[config.mk]
export PLATFORM = sky130hd
export DESIGN_NAME = i2s_msb_receiver
export DESIGN_NICKNAME = d
export VERILOG_FILES = /design/src/rtl/i2s_msb_receiver.sv
export SDC_FILE = /design/constraint.sdc
export NUM_CORES = 1
export LEC_CHECK = 0
export ABC_AREA = 1
export BUFFER_PORTS_ARGS = -buffer_cell sky130_fd_sc_hd__buf_2
export CAP_MARGIN = 20
export CORE_UTILIZATION = 40
export CTS_BUF_LIST = sky130_fd_sc_hd__clkbuf_4
export DETAILED_ROUTE_END_ITERATION = 10
export GPL_TIMING_DRIVEN = 1
export PLACE_DENSITY_LB_ADDON = 0.3
export SETUP_SLACK_MARGIN = 0.5
export SLEW_MARGIN = 40
export SYNTH_ARGS = -nofsm -noshare
export SYNTH_HDL_FRONTEND = slang
export SYNTH_SLANG_ARGS = --single-unit
export TNS_END_PERCENT = 20
[constraint.sdc]
create_clock -name clk_i -period 2 [get_ports clk_i]
set_input_delay 0.3 -clock clk_i [delete_from_list [all_inputs] [get_ports clk_i]]
set_output_delay 0.3 -clock clk_i [all_outputs]
set_load 0.05 [all_outputs]
[src/rtl/i2s_msb_receiver.sv]
// i2s_msb_receiver: MSB-justified I2S capture into a bit-wide circular frame RAM.
// Oversamples BCLK/LRCLK/DATA on clk_i and deserialises 8 slots x 32 bits into
// 256-bit frames. A frame index is published only once a whole frame has
// arrived without a framing error.
// Optional feature: define I2S_MSB_RX_ERR_CNT_EN to add the saturating
// err_count_o output.
module i2s_msb_receiver #(
    parameter int CIRC_BUF_BITS  = 3,
    parameter int TIMEOUT_CYCLES = 64
) (
    input  logic                       clk_i,
    input  logic                       rst_ni,
    input  logic                       enable_i,
    input  logic                       i2s_bclk_i,
    input  logic                       i2s_lrclk_i,
    input  logic                       i2s_data_i,
    output logic [CIRC_BUF_BITS+7:0]   ram_write_addr_o,
    output logic                       ram_data_o,
    output logic                       ram_we_o,
    output logic [CIRC_BUF_BITS-1:0]   last_good_frame_idx_o,
    output logic                       i2s_locked_o,
    output logic                       sync_err_o
`ifdef I2S_MSB_RX_ERR_CNT_EN
    ,
    output logic [7:0]                 err_count_o
`endif
);

    localparam int TW = $clog2(TIMEOUT_CYCLES + 1);

    typedef enum logic [1:0] {StIdle, StSeek, StReceive} state_t;

    state_t                   state, state_nxt;
    logic                     bclk_s1, bclk_s2, bclk_s3;
    logic                     lrclk_s1, lrclk_s2;
    logic                     data_s1, data_s2;
    logic                     lr_prev, lr_valid;
    logic [TW-1:0]            tmo_cnt;
    logic [7:0]               bit_idx, bit_idx_nxt;
    logic [CIRC_BUF_BITS-1:0] write_frame, frame_nxt, last_good_nxt;
    logic                     locked_nxt, err_nxt, we_nxt, data_nxt;
    logic [CIRC_BUF_BITS+7:0] addr_nxt;
    logic                     rise, boundary, timeout, slot_start;

    assign rise       = bclk_s2 & ~bclk_s3;
    assign boundary   = rise & lr_valid & (lrclk_s2 != lr_prev);
    assign timeout    = ~rise & (tmo_cnt == TW'(TIMEOUT_CYCLES - 1));
    assign slot_start = (bit_idx[4:0] == 5'd0);

    // Two-flop synchronisers for the external clocks/data, plus a third BCLK flop for edge detection
    always_ff @(posedge clk_i or negedge rst_ni) begin
        if (!rst_ni) begin
            bclk_s1  <= 1'b0;
            bclk_s2  <= 1'b0;
            bclk_s3  <= 1'b0;
            lrclk_s1 <= 1'b0;
            lrclk_s2 <= 1'b0;
            data_s1  <= 1'b0;
            data_s2  <= 1'b0;
        end else begin
            bclk_s1  <= i2s_bclk_i;
            bclk_s2  <= bclk_s1;
            bclk_s3  <= bclk_s2;
            lrclk_s1 <= i2s_lrclk_i;
            lrclk_s2 <= lrclk_s1;
            data_s1  <= i2s_data_i;
            data_s2  <= data_s1;
        end
    end

    // Remember LRCLK at every BCLK rise so slot boundaries can be spotted; lr_valid blocks a false boundary right after reset
    always_ff @(posedge clk_i or negedge rst_ni) begin
        if (!rst_ni) begin
            lr_prev  <= 1'b0;
            lr_valid <= 1'b0;
        end else if (rise) begin
            lr_prev  <= lrclk_s2;
            lr_valid <= 1'b1;
        end
    end

    // Loss-of-clock counter: cleared by each BCLK rise, saturates so a stall raises only one timeout
    always_ff @(posedge clk_i or negedge rst_ni) begin
        if (!rst_ni) begin
            tmo_cnt <= '0;
        end else if (rise || state == StIdle) begin
            tmo_cnt <= '0;
        end else if (tmo_cnt != TW'(TIMEOUT_CYCLES)) begin
            tmo_cnt <= tmo_cnt + 1'b1;
        end
    end

    // State register and all registered outputs
    always_ff @(posedge clk_i or negedge rst_ni) begin
        if (!rst_ni) begin
            state                 <= StIdle;
            bit_idx               <= 8'd0;
            write_frame           <= '0;
            last_good_frame_idx_o <= '0;
            i2s_locked_o          <= 1'b0;
            sync_err_o            <= 1'b0;
            ram_we_o              <= 1'b0;
            ram_data_o            <= 1'b0;
            ram_write_addr_o      <= '0;
        end else begin
            state                 <= state_nxt;
            bit_idx               <= bit_idx_nxt;
            write_frame           <= frame_nxt;
            last_good_frame_idx_o <= last_good_nxt;
            i2s_locked_o          <= locked_nxt;
            sync_err_o            <= err_nxt;
            ram_we_o              <= we_nxt;
            ram_data_o            <= data_nxt;
            ram_write_addr_o      <= addr_nxt;
        end
    end

    // Next-state logic: frame alignment, per-bit writes, framing checks and frame completion
    always_comb begin
        state_nxt     = state;
        bit_idx_nxt   = bit_idx;
        frame_nxt     = write_frame;
        last_good_nxt = last_good_frame_idx_o;
        locked_nxt    = i2s_locked_o;
        err_nxt       = 1'b0;
        we_nxt        = 1'b0;
        data_nxt      = ram_data_o;
        addr_nxt      = ram_write_addr_o;
        if (!enable_i) begin
            state_nxt   = StIdle;
            bit_idx_nxt = 8'd0;
            locked_nxt  = 1'b0;
        end else begin
            case (state)
                StIdle: begin
                    state_nxt   = StSeek;
                    bit_idx_nxt = 8'd0;
                end
                StSeek: begin
                    if (boundary && lrclk_s2) begin
                        we_nxt      = 1'b1;
                        addr_nxt    = {write_frame, 8'd0};
                        data_nxt    = data_s2;
                        bit_idx_nxt = 8'd1;
                        state_nxt   = StReceive;
                    end else if (timeout) begin
                        locked_nxt = 1'b0;
                    end
                end
                StReceive: begin
                    if (rise) begin
                        if ((boundary != slot_start) || (bit_idx == 8'd0 && !lrclk_s2)) begin
                            err_nxt     = 1'b1;
                            locked_nxt  = 1'b0;
                            bit_idx_nxt = 8'd0;
                            state_nxt   = StSeek;
                        end else begin
                            we_nxt      = 1'b1;
                            addr_nxt    = {write_frame, bit_idx};
                            data_nxt    = data_s2;
                            bit_idx_nxt = bit_idx + 8'd1;
                            if (bit_idx == 8'd255) begin
                                last_good_nxt = write_frame;
                                frame_nxt     = write_frame + 1'b1;
                                locked_nxt    = 1'b1;
                            end
                        end
                    end else if (timeout) begin
                        err_nxt     = 1'b1;
                        locked_nxt  = 1'b0;
                        bit_idx_nxt = 8'd0;
                        state_nxt   = StSeek;
                    end
                end
                default: begin
                    state_nxt = StIdle;
                end
            endcase
        end
    end

`ifdef I2S_MSB_RX_ERR_CNT_EN
    // Saturating count of sync_err_o pulses, cleared only by reset
    always_ff @(posedge clk_i or negedge rst_ni) begin
        if (!rst_ni) begin
            err_count_o <= 8'd0;
        end else if (sync_err_o && err_count_o != 8'hFF) begin
            err_count_o <= err_count_o + 8'd1;
        end
    end
`endif

endmodule

== After elaboration in Yosys (flattened, before gate mapping) ==
Index checks and enable logic that the tools add are counted.
Word-level totals
  logic and storage cells: 100
  register bits after elaboration: 47
  input bits: 6
Operators by class
  equal/unequal tests: 17
  multiplexer cells: 39
  reductions and logical operators: 15
  add/sub/neg operators: 3
  bitwise operators: 7
Operators by type and width (count)
  two-way mux 8 bit: 5
  two-way mux 11 bit: 3
  case mux 8 bit (3 select lines): 1
  case mux 11 bit (2 select lines): 1
  two-way mux 1 bit: 18
  two-way mux 7 bit: 2
  two-way mux 2 bit: 5
  AND reduction 5 bit: 2
  AND reduction 3 bit: 3
  adder 8 x 1 -> 8 bit (second input constant): 1
  == test 8 bit (second input constant): 1
  logical NOT 8 bit: 1
  inequality test 4 bit (second input constant): 2
  adder 7 x 1 -> 7 bit (second input constant): 1
  == test 7 x 6 -> 1 bit (second input constant): 1
  inequality test 7 bit (second input constant): 1
  inequality test 2 bit (second input constant): 3
  inequality test 3 bit (second input constant): 2
  case mux 1 bit (2 select lines): 3
  case mux 2 bit (3 select lines): 1
  logical NOT 5 bit: 1
  inequality test 5 bit (second input constant): 1
  AND 1 bit: 4
  inequality test 4 x 1 -> 1 bit (second input constant): 1
  11 further kinds: 17

== Longest topological paths before layout ==
  depth after elaboration: 10
  gate-level depth with buffers: 13
  gate-level depth less buffers: 12

== Least setup slack after synthesis ==
Ideal clock, no wire load.
  kind: reg2reg
  start: reg state[0]
  end: reg bit_idx[2]
  path slack: 0.452 ns
  arrival: 1.431 ns
  clock period less this slack: 1.548 ns
  cell stages (with the launch flop): 13
  data required time: 1.883 ns
  path buffers: 1
  path through: dfrtp_1 > inv_1 > ha_1 > buf_4 > inv_2 > nor2_2 > nand2_1 > nand2_1 > nand2_2 > nand2_2 > inv_2 > nand3_1 > nand2_1
On the way
  word-level cells in the longest chain between the ends: 3
  elaborated cells on any way between the ends: 9
  those cells by class: 5 x eq/ne; 2 x mux; 2 x reduce/logical
Ends and longest elaborated chain
  start, declared: RTL line 33  | state_t state, state_nxt;
  start signal, assigned: RTL line 96  | state <= StIdle;
  start signal, assigned: RTL line 106  | state <= state_nxt;
  == test 2 bit, or another cell as far along: RTL line 134  | case (state)
  inequality test 4 x 1 -> 1 bit (no line), or another cell as far along
  AND reduction 3 bit (no line) or two-way mux 8 bit (tied branches)
  end signal, assigned: RTL line 107  | bit_idx <= bit_idx_nxt;
  end, declared: RTL line 39  | logic [7:0] bit_idx, bit_idx_nxt;
Several ways; a longest one is shown, not always the timed one.
A chain may end at the register's enable or synchronous reset.

== Final worst setup path ==
  start: reg bit_idx[1]
  end: reg ram_write_addr_o[7]
On the way
  word-level cells in the longest chain between the ends: 5
  elaborated cells on any way between the ends: 7
  those cells by class: 2 x eq/ne; 5 x reduce/logical
Ends and longest elaborated chain
  logical NOT 5 bit or logical NOT 8 bit (tied branches): RTL line 48, 152
  inequality test 1 bit or logical AND 1 bit (tied branches): RTL line 152  | if ((boundary != slot_start) || (bit_idx == 8'd0 && !lrclk_s2)) begin
  logical OR 1 bit (*): RTL line 152
  inequality test 2 bit (no line) (*)
  AND reduction 5 bit (no line) (*)
  end signal, assigned: RTL line 114  | ram_write_addr_o <= addr_nxt;
  end, declared: RTL line 17  | output logic [CIRC_BUF_BITS+7:0] ram_write_addr_o,
Every way passes the cells marked *; elsewhere a longest branch is shown, timed or not.

==> flow_summary_export.csv <==
group,metric,value,unit
run_status,outcome,"completed",
yosys,syn_nets,330,
clock_tree,cts_tree,"yes",
yosys,syn-instance-count,315,
placed_design,dp_hpwl,3894,um
clock_tree,clkSlewWorstSetupHoldPaths,0.14,ns
yosys,syn_avg_cell_area,8.016,um2
yosys,synth_fa_ha_area_share,4.460,%
yosys,synth_cell_type_count,27,
route,vias,2236,
yosys,synthMuxAreaShare,0,%
setup_path,cp-end-kind,"register",
route,drt.antenna.violating_nets,0,
route,first_pass_iters,4,
timing,relSlewSlack,72.52,%
setup_path,critPathLaunchType,"register",
clock_tree,h-tree-depth,2,
route,drc,0,
timing,setup_violations,0,
setup_path,crit_start,"bit_idx[1]$_DFFE_PN0P_",
global_route,grt_usage,19.62,%
floorplanning,dieArea,6634,um2
timing,fin_crit_sh,83.73,%
setup_path,cp.required,2.27,ns
yosys,synth_top_family_by_area,"simple AND/OR/NAND/NOR gates",
floorplanning,die_h,81.45,um
route,dr.first_iter.drc_count,144,
placed_design,dpl_cell_area,2728,um2
global_route,grt-busiest-layer,"met2",
global_route,grtUsageMet1,25.23,%
timing,rsz0062_at_grt,"true",
hold_path,hold_start,"i2s_bclk_i",
layout,instances_no_fill,442,
timing,hold-worst-slack,0.02930,ns
global_route,grt_pass1_vias,2112,
global_route,use_met2,32.33,%
floorplanning,core-area,5991,um2
timing,hold_viol_final,0,
power,power.total,2.792,mW
global_route,overflow,0,
setup_path,crit_top_cell,"nand2_2",
global_route,grtUsageMet3,3.444,%
placed_design,dp_slack,0.1777,ns
timing,slew_violations,0,
clock_tree,root_buffer,"clkbuf_4",
layout,syn_to_final_growth,27.45,%
setup_path,r2r_start,"bit_idx[1]$_DFFE_PN0P_",
clock_tree,clock_sinks,47,
floorplanning,start_util,42.15,%
global_route,grt_max_degree,34,
layout,fillers,545,
layout,final_nets,381,
setup_path,slowest_delay,0.46,ns
setup_path,arrival,1.95,ns
timing,min_period,1.675,ns
layout,finish.utilization,53.72,%
route,drt-total-wl,5899,um
yosys,synthSimpleGateAreaFrac,36.17,%
setup_path,slowest_stage,"dfrtp_1",
route,viasPerCell,5.059,
global_route,grt_antenna_before_repair,0,
placed_design,gp_congestion,0.9487,
job,maxCapViolCount,0,
clock_tree,clk_latency,0.38,ns
global_route,grt_pass1_wl,9804,um
yosys,synth-compound-area-share,4.460,%
timing,fmax,0.5971,GHz
power,leakage,1.652,nW
layout,antenna_cells,0,
floorplanning,io_pins,24,
yosys,synth-seq-cells,47,
power,ir_drop,0.0003993,V
layout,layout_common_cells,"nand2_1, dfrtp_1, inv_1",
timing,skew,0.01643,ns
hold_path,min_path_type,"in2reg",
yosys,yosysWarnings,0,
floorplanning,rows,28,
layout,drive_above_1_share,32.15,%
timing,worstMarginPinSlew,0.4122,ns
timing,tns,0,ns
yosys,synth_xor_area_share,1.041,%
yosys,seq_area_frac_synth,46.58,%
layout,final_common_cell,"nand2_1",
route,routedWlPerCell,13.35,um
floorplanning,die_x,81.45,um
timing,fin_ws,0.3253,ns
clock_tree,cts_made_buffers,5,
setup_path,critPathKind,"reg2reg",
placed_design,io_buffers,23,
placed_design,placed_cells,410,
yosys,synth_area,2525,um2
setup_path,crit_fanout,7,
setup_path,crit_path_cell_trace,"inv_2, ha_4, nand2_2, nor2_4, nand2_2, nand2_2, nand2_4, buf_12, nand2_8, nand2_8, nand2_1, nand2_1",
clock_tree,cts_buffer_depth,2,
power,power_density,867.7,nW/um2
layout,final_area,3218,um2
Yosys cell counts, drive strengths merged:
cell type    n  area, um2
inv         36      135.1
nand2      120      488.0
nand3       24      130.1
nor3         8      73.82
a21oi        9      45.04
nor2        24      102.6
o2111ai      1      8.760
xor2         3      26.28
nor4b        1      8.760
buf          7      48.79
o31ai        1      7.510
nand3b       8      60.06
o21ai        8      43.79
dfrtp       47       1176
a211oi       1      7.510
nand4        8      50.05
ha           9      112.6
power by group:
part | switching [mW] | leakage (nW) | total [mW] | internal, mW
logic | 0.710 | 0.979 | 1.16 | 0.450
clock network | 0.317 | 0.0452 | 0.580 | 0.263
registers | 0.0444 | 0.628 | 1.05 | 1.01
total | 1.07 | 1.65 | 2.79 | 1.72
path summary, 6_finish.rpt:
check	to	cells after the start	slack, ns
setup reg to reg	ram_write_addr_o[7]$_DFFE_PN0P_	12	0.33
hold reg to reg	data_s2$_DFF_PN0_	0	0.35
min in group asynchronous	bit_idx[7]$_DFFE_PN0P_	2	0.38
hold / removal	bclk_s1$_DFF_PN0_	1	0.03
max in group asynchronous	data_s1$_DFF_PN0_	3	1.13
setup / recovery	ram_write_addr_o[7]$_DFFE_PN0P_	12	0.33
cell type report:
class / count / area [um2] / share of cell area (%)
clock inverters: 3 / 43.79 / 1.361
flip-flops and latches: 47 / 1177 / 36.59
well taps: 75 / 93.84 / 2.916
clock buffers: 5 / 37.54 / 1.166
multi-input cells: 227 / 1368 / 42.50
inverters: 36 / 137.6 / 4.277
repair buffers: 49 / 360.3 / 11.20
per-layer routing:
metal,share of wire [%],up-vias
li1,-,1106
met1,45,1050
met2,48,67
met3,4.5,13
met4,1.7,0
met5,0,-
kinds of logic (layout without fill, tap and decap cells):
kind of cell	Yosys count	in the layout
AND/OR/NAND/NOR	193	195
XOR/XNOR	3	3
adder cells (fa/ha/maj)	9	9
flip-flops	47	47
buffers and inverters	43	93
AO/OA/AOI/OAI	20	20
worst max-delay path: cells and delay by family (launching register included):
kind | cells | cell delay, ns
fa+ha+maj | 1 | 0.15
buf+inv | 2 | 0.25
flops | 1 | 0.46
simple gates | 9 | 0.72
sequential cells by signal, summed over array words and instances, names as in the netlist, 2 cells and up:
signal / cells
write_frame: 3
state: 2
ram_write_addr_o: 11
tmo_cnt: 7
bit_idx: 8
last_good_frame_idx_o: 3
what timing repair did:
action / in CTS / in global routing
pin swaps: 13 / 18
resized for setup: 27 / 23
endpoints found under the setup margin: 32 / 37
cloned: 3 / 0
setup buffers: 12 / 8
hold buffers: 1 / 0
hold endpoints to repair: 10 / 0
Note: power is estimated with default switching activity, not from simulation.
